**src/rtl/shift_serializer_ctrl.sv**
```systemverilog
// Load/shift sequencer for an external shift register: one load pulse, then SIZE
// shift pulses spaced DIV clocks apart, with the register MSB presented as a serial stream.
module shift_serializer_ctrl #(
  parameter int SIZE = 9,
  parameter int DIV  = 4
) (
  input  logic clk,
  input  logic rst,
  input  logic start,
  input  logic abort,
  input  logic msb_in,
  output logic ldEN,
  output logic shEN,
  output logic serial_out,
  output logic serial_valid,
  output logic busy,
  output logic done
);
  localparam int BW = $clog2(SIZE);
  localparam int DW = (DIV > 1) ? $clog2(DIV) : 1;
  localparam logic [BW-1:0] BIT_LAST = BW'(SIZE - 1);
  localparam logic [DW-1:0] DIV_LAST = DW'(DIV - 1);

  typedef enum logic [1:0] {IDLE, LOAD, SHIFT, DONE} stateT;

  stateT          state, nState;
  logic [BW-1:0]  bitCnt, nBit;
  logic [DW-1:0]  divCnt, nDiv;

  always_comb begin
    nState = state;
    nBit   = bitCnt;
    nDiv   = divCnt;
    case (state)
      IDLE: if (start) begin
        nState = LOAD;
        nBit   = '0;
        nDiv   = '0;
      end
      LOAD: nState = SHIFT;
      SHIFT: begin
        if (divCnt == DIV_LAST) begin
          nDiv = '0;
          if (bitCnt == BIT_LAST) nState = DONE;
          else                    nBit   = bitCnt + BW'(1);
        end else begin
          nDiv = divCnt + DW'(1);
        end
      end
      DONE: begin
        if (start) begin
          nState = LOAD;
          nBit   = '0;
          nDiv   = '0;
        end else begin
          nState = IDLE;
        end
      end
      default: nState = IDLE;
    endcase
    // The shEN already issued this cycle is a registered output, so it still lands.
    if (abort) begin
      nState = IDLE;
      nBit   = '0;
      nDiv   = '0;
    end
  end

  // Outputs are registered from the next state so they line up with the state they describe.
  always_ff @(posedge clk or negedge rst) begin
    if (!rst) begin
      state        <= IDLE;
      bitCnt       <= '0;
      divCnt       <= '0;
      ldEN         <= 1'b0;
      shEN         <= 1'b0;
      serial_valid <= 1'b0;
      busy         <= 1'b0;
      done         <= 1'b0;
    end else begin
      state        <= nState;
      bitCnt       <= nBit;
      divCnt       <= nDiv;
      ldEN         <= (nState == LOAD);
      shEN         <= (nState == SHIFT) && (nDiv == DIV_LAST);
      serial_valid <= (nState == SHIFT);
      busy         <= (nState == LOAD) || (nState == SHIFT);
      done         <= (nState == DONE);
    end
  end

  assign serial_out = serial_valid & msb_in;
endmodule

```
**config.mk**
```make
export PLATFORM = sky130hd
export DESIGN_NAME = shift_serializer_ctrl
export DESIGN_NICKNAME = d
export VERILOG_FILES = /design/src/rtl/shift_serializer_ctrl.sv
export SDC_FILE = /design/constraint.sdc
export NUM_CORES = 1
export LEC_CHECK = 0
export BUFFER_PORTS_ARGS = -buffer_cell sky130_fd_sc_hd__buf_2
export CAP_MARGIN = 40
export CORE_MARGIN = 1
export CORE_UTILIZATION = 29
export CTS_CLUSTER_DIAMETER = 200
export CTS_CLUSTER_SIZE = 16
export DETAILED_ROUTE_END_ITERATION = 12
export PLACE_DENSITY = 0.43
export RECOVER_POWER = 50
export REMOVE_ABC_BUFFERS = 1
export SLEW_MARGIN = 10
export SYNTH_ARGS = -nofsm -noshare
export SYNTH_HDL_FRONTEND = slang
export SYNTH_SLANG_ARGS = --single-unit
export TNS_END_PERCENT = 100
```
**constraint.sdc**
```tcl
create_clock -name clk -period 3.7 [get_ports clk]
set_clock_uncertainty 0.1 [all_clocks]
set_input_delay 0.555 -clock clk [delete_from_list [all_inputs] [get_ports clk]]
set_output_delay 0.555 -clock clk [all_outputs]
set_load 0.02 [all_outputs]
```
== Word level (Yosys, flattened, before mapping) ==
Index checks and enable logic that the tools add are counted.

* Bits of input ports: 5
* Output and inout bits: 6
* Flip-flop bits (word level): 13
* Logic and storage cells: 44

* Add/subtract/negate cells: 2
* Bitwise gates (word level): 1
* Equal/unequal tests: 12
* Reduce and logical (&&, ||, !) cells: 6
* Mux-type cells: 15

{| class="wikitable"
|+ Operators with widths
! cell !! count
|-
| two-way mux 4 bit || 4
|-
| two-way mux 2 bit || 7
|-
| == test 2 bit (second input constant) || 6
|-
| one-hot mux 2 bit (4 select lines) || 1
|-
| one-hot mux 4 bit (2 select lines) || 1
|-
| != test 3 bit (second input constant) || 2
|-
| adder 4 x 1 -> 4 bit (second input constant) || 1
|-
| == test 2 x 1 -> 1 bit (second input constant) || 2
|-
| == test 4 bit (second input constant) || 1
|-
| one-hot mux 2 bit (2 select lines) || 1
|-
| AND reduction 4 bit || 1
|-
| != test 3 x 1 -> 1 bit (second input constant) || 1
|-
| nonzero test 3 bit || 1
|-
| adder 2 x 1 -> 2 bit (second input constant) || 1
|-
| logical NOT 2 bit || 1
|-
| OR reduction 2 bit || 1
|-
| AND 1 bit || 1
|-
| logical AND 1 bit || 1
|-
| logical OR 1 bit || 1
|-
| two-way mux 1 bit || 1
|}

== Depth between registers and ports, before layout ==
* Depth after elaboration: 7
* Gate-level depth with buffers: 8
* Gate-level depth less buffers: 7

== Worst setup path before layout ==
OpenSTA, ideal clock, no wires.

* Path kind: register to register
* Start point: reg state[0]
* End point: reg shEN
* Cell stages (with the launch flop): 7
* Setup slack: 1.893 ns
* Path buffers: 0
* Period minus slack after synthesis: 1.807 ns
* Arrival time: 1.602 ns
* Data required time: 3.495 ns
* Cell sequence: dfrtp_1 -> inv_1 -> ha_1 -> or2b_1 -> a21oi_1 -> ha_1 -> nor4b_1

* Elaborated cells on any way between the ends: 15
* Those cells by class: eq/ne: 5; mux: 7; reduce/logical: 3

{| class="wikitable"
|+ RTL lines
! element !! line !! RTL
|-
| start: declaration || 26 || <nowiki>stateT state, nState;</nowiki>
|-
| start signal: assignment || 81 || <nowiki>state <= nState;</nowiki>
|-
| == test 2 bit, or another cell as far along || 34 || <nowiki>case (state)</nowiki>
|-
| one-hot mux 2 bit (4 select lines) * || 34 ||
|-
| two-way mux 2 bit * || 62 || <nowiki>if (abort) begin</nowiki>
|-
| named net nState[1] || 26 ||
|-
| == test 2 bit * || 85 || <nowiki>shEN <= (nState == SHIFT) && (nDiv == DIV_LAST);</nowiki>
|-
| logical AND 1 bit * || 85 ||
|-
| end signal: assignment || 85 ||
|-
| end: declaration || 13 || <nowiki>output logic shEN,</nowiki>
|}

Mark *: on every way through the listed nets, which the timed path passes. The rest lies on a longest branch.
A chain may end at the register's enable or synchronous reset.

== Final worst setup path ==
* Start point: reg state[1]
* End point: reg shEN

* Word-level cells in the longest chain between the ends: 6
* Elaborated cells on any way between the ends: 15
* Those cells by class: eq/ne: 5; mux: 7; reduce/logical: 3

{| class="wikitable"
|+ Ends and longest elaborated chain
! element !! line !! RTL
|-
| two-way mux 2 bit || 44 || <nowiki>if (bitCnt == BIT_LAST) nState = DONE;</nowiki>
|-
| two-way mux 2 bit || 42 || <nowiki>if (divCnt == DIV_LAST) begin</nowiki>
|-
| one-hot mux 2 bit (4 select lines) * || 34 ||
|-
| two-way mux 2 bit * || 62 ||
|-
| named net nState[1] || 26 ||
|-
| == test 2 bit * || 85 ||
|-
| logical AND 1 bit * || 85 ||
|}

Marks and branches as above.

==> results.txt <==
----------------------------------------------------
[Status]
  Result of the run ... complete, no violations

[Logic synthesis]
  Warnings from Yosys ... 0
  Synthesized flop and latch total ... 13
  Main synth FF type ... sky130_fd_sc_hd__dfrtp_1
  Most frequent cell after synthesis ... sky130_fd_sc_hd__dfrtp_1
  Part of the Yosys area used for sequential elements ... 43.77%
  Synth async-reset ratio ... 100.0%
  Top cell type's share of synthesized area ... 43.77%
  Top area cells in the synthesized netlist ... sky130_fd_sc_hd__dfrtp_1, sky130_fd_sc_hd__ha_1, sky130_fd_sc_hd__inv_1
  Synthesized instance count ... 67
  Post-Syn Area ... 743.2 µm²
  Mean instance size in the synthesized netlist ... between 10 and 15 µm²
  Most numerous cell types in the synthesized netlist ... sky130_fd_sc_hd__dfrtp_1, sky130_fd_sc_hd__ha_1, sky130_fd_sc_hd__inv_1
  Unique cell type count in the Yosys netlist ... 32
  Number of synthesized flops with an enable pin ... 0
  Cell type contributing the most total cell area after synthesis ... sky130_fd_sc_hd__dfrtp_1

[Routing]
  Routed vias ... 523
  Remaining antenna violation count ... 0
  Drt via density ... 4.888
  Routed WL per cell ... 12.73 µm
  DRC errors left ... 0
  Number of optimization iterations in the first detailed-route pass ... 3
  Detailed Route Iter0 Violations ... 3
  WL final ... 1.362 mm

[Clocking]
  Later-pin clock latency in the skew report ... between 0.2 and 0.3 ns
  Sink count of the clock tree ... 13
  Clock buffers created by TritonCTS ... 3
  Max Buffers Root-to-Sink ... 2
  TritonCTS clock tree ... done
  Post-cts hold buffer count ... 0
  Number of resized instances in the post-cts repair step ... 0
  H-tree depth ... 1
  Clock Root Buffer ... sky130_fd_sc_hd__clkbuf_4
  Clock slew seen by the registers of the worst setup and hold paths ... 0.08 ns
  Post-CTS Setup Inserts ... 0

[Die]
  Die outline area ... between 2000 and 3000 µm²
  Number of rows in the core area ... 17
  Die height ... ~53 µm
  Floorplan die width ... 52.63 µm
  Placeable core area ... approximately 2300 µm²
  I/O pin count ... 11
  Initial core utilization ... approximately a third

[Final layout]
  Sequential Area ... around 330 µm²
  Layout fillers ... 239
  Total non-filler cell area in the finished layout ... 839.6 µm²
  Area growth from synthesis to layout ... 12.96%
  Antenna cell count ... 0
  Non-filler cells, final ... 107
  Total number of nets in the final design ... 95
  Final core area utilization ... 36.21%
  Layout cell share with drive strength beyond 1 ... roughly 15%
  Multi-input logic area ... 381.6 µm²

[Worst setup path]
  Top fanout value on the critical path ... 7
  Cell type of the slowest stage on the worst timing path ... sky130_fd_sc_hd__ha_1
  Buffering stage count on the worst path with inverters included ... 1
  Critical Setup Path Class ... register to register
  R2R Path Start ... state[1]$_DFF_PN0_
  Number of cells on the worst reg-to-reg path ... 6
  Setup crit end ... shEN$_DFF_PN0_
  Data required time at the worst endpoint ... ~3.8 ns
  Arrival @ worst endpoint ... 2.08 ns
  Worst path most repeated cell ... sky130_fd_sc_hd__ha_1
  Critical path's top delay family ... adder cells
  Capturing point of the worst reg2reg path ... shEN$_DFF_PN0_
  Origin of the worst setup path ... state[1]$_DFF_PN0_
  R2r setup slk ... 1.69 ns
  Largest stage delay on the critical path ... slightly above 0.4 ns
  Critical Path Source Type ... register
  Critical Path, Cell by Cell ... inv_1 -> ha_1 -> or2b_1 -> a21oi_1 -> ha_1 -> nor4b_1
  Critical Path End Type ... register
  Worst path depth ... 6

[STA]
  Final hold slack ... just over 0.2 ns
  Final setup fails ... 0
  RSZ-0062 raised after global routing ... false
  Final hold vios ... 0
  Final Critical Period ... 2.013 ns
  Transition time of the tightest slew-check pin ... 0.6968 ns
  Max transition margin ... 53.55%
  Max Slew Vio Count ... 0
  Max Fclk ... 496.8 MHz
  Total Negative Setup Slacks ... 0 ns
  Final Cycle Share ... 54.41%

[Run]
  Number of max-cap violations ... 0

[Pwr]
  Worst voltage drop across the vdd grid ... 0.0001909 V
  Clock network fraction of design power ... between 20 and 30%
  Cell area power density ... 335.8 nW/µm²
  Sw frac ... 27.18%
  Part of the power in registers ... 53.5%
  Internal power summed over all cells ... 0.2053 mW
  Total net switching power ... ~0.077 mW
  Combinational share of power ... 16.6%
  P_leak ... 0.4145 nW

[Place]
  Cell Area, Placed ... around 820 µm²
  Final HPWL DP ... 1.066 mm
  Cell count after placement ... 103
  Routability Congestion ... 0.7510
  Count of input and output buffers ... 10

[Global route]
  Global route overflow ... 0
  Antenna violations before repair ... 0
  Wire length of the first global-routing pass ... 2.428 mm
  Total global-route track usage ... 12.05%
  Maximum number of pins on one net before global-route repair ... 14
  Vias in the first global route ... roughly 550

[Worst hold path]
  Class of the tightest hold or removal check ... input port to async pin

----------------------------------------------------
-- power by group through the flow --
| stage | combinational [mW] | sequential, mW | clock [mW] |
|---|---|---|---|
| after floorplan | 0.0257 | 0.158 | 0 |
| after global placement | 0.0494 | 0.153 | 0 |
| after detailed placement | 0.0480 | 0.154 | 0 |
| after CTS | 0.0486 | 0.151 | 0.0883 |
| after global routing | 0.0520 | 0.152 | 0.0968 |
| final | 0.0469 | 0.151 | 0.0843 |
-- worst min path at each step --
| stage | from | to | slack [ns] |
|---|---|---|---|
| 3_3_place_gp | rst | busy$_DFF_PN0_ | 0.36 |
| 3_5_place_dp | rst | done$_DFF_PN0_ | 0.36 |
| 2_1_floorplan | rst | bitCnt[0]$_DFFE_PN0P_ | 0.16 |
| 6_report | rst | shEN$_DFF_PN0_ | 0.20 |
| 5_1_grt | rst | shEN$_DFF_PN0_ | 0.26 |
| 4_1_cts | rst | shEN$_DFF_PN0_ | 0.06 |
-- flip-flops by register name, summed over array words and instances, names as in the netlist --
name	flops
ldEN	1
serial_valid	1
state	2
divCnt	2
done	1
bitCnt	4
busy	1
shEN	1
-- metrics by stage --
step	power, mW	setup slack (ns)
5_1_grt	0.3005	1.481
2_1_floorplan	0.1837	1.893
6_report	0.2819	1.687
3_5_place_dp	0.2015	1.667
4_1_cts	0.2877	1.652
3_3_place_gp	0.2027	1.648
-- routing by layer --
layer  vias up  share of wire (%)  global-route usage (%)
met5         -                  0                       0
met1       252                 54                   17.23
met3         2                3.5                   2.029
met4         0               0.66                   5.263
li1        261                  -                       -
met2         8                 42                   17.51
-- final cells by class --
class / count / share of cell area [%]
inverter: 7 / 3.130
timing repair buffer: 10 / 5.365
tap: 28 / 4.173
clock buffer: 4 / 3.130
sequential: 13 / 38.75
multi-input combinational: 45 / 45.45
-- cell usage in the layout (no fill, tap or decap), types with 2 or more instances in the layout --
master / n
sky130_fd_sc_hd__dfrtp_1: 13
sky130_fd_sc_hd__ha_1: 10
sky130_fd_sc_hd__inv_1: 7
sky130_fd_sc_hd__buf_2: 6
sky130_fd_sc_hd__clkbuf_1: 5
sky130_fd_sc_hd__nor2_1: 3
sky130_fd_sc_hd__clkbuf_4: 3
sky130_fd_sc_hd__o21ai_0: 2
sky130_fd_sc_hd__nor2b_1: 2
sky130_fd_sc_hd__nand2b_1: 2
sky130_fd_sc_hd__nand3_1: 2
sky130_fd_sc_hd__a21oi_1: 2
sky130_fd_sc_hd__a32oi_1: 2
-- cell families after synthesis --
kind of cell               synth area share (%)
adders and majority gates                 16.84
buffers and inverters                     4.882
muxes                                     2.862
AOI/OAI and AO/OA                         16.00
and+or+nand+nor                           15.66
DFF                                       43.77
No activity file was read; power rests on OpenSTA's default activity.
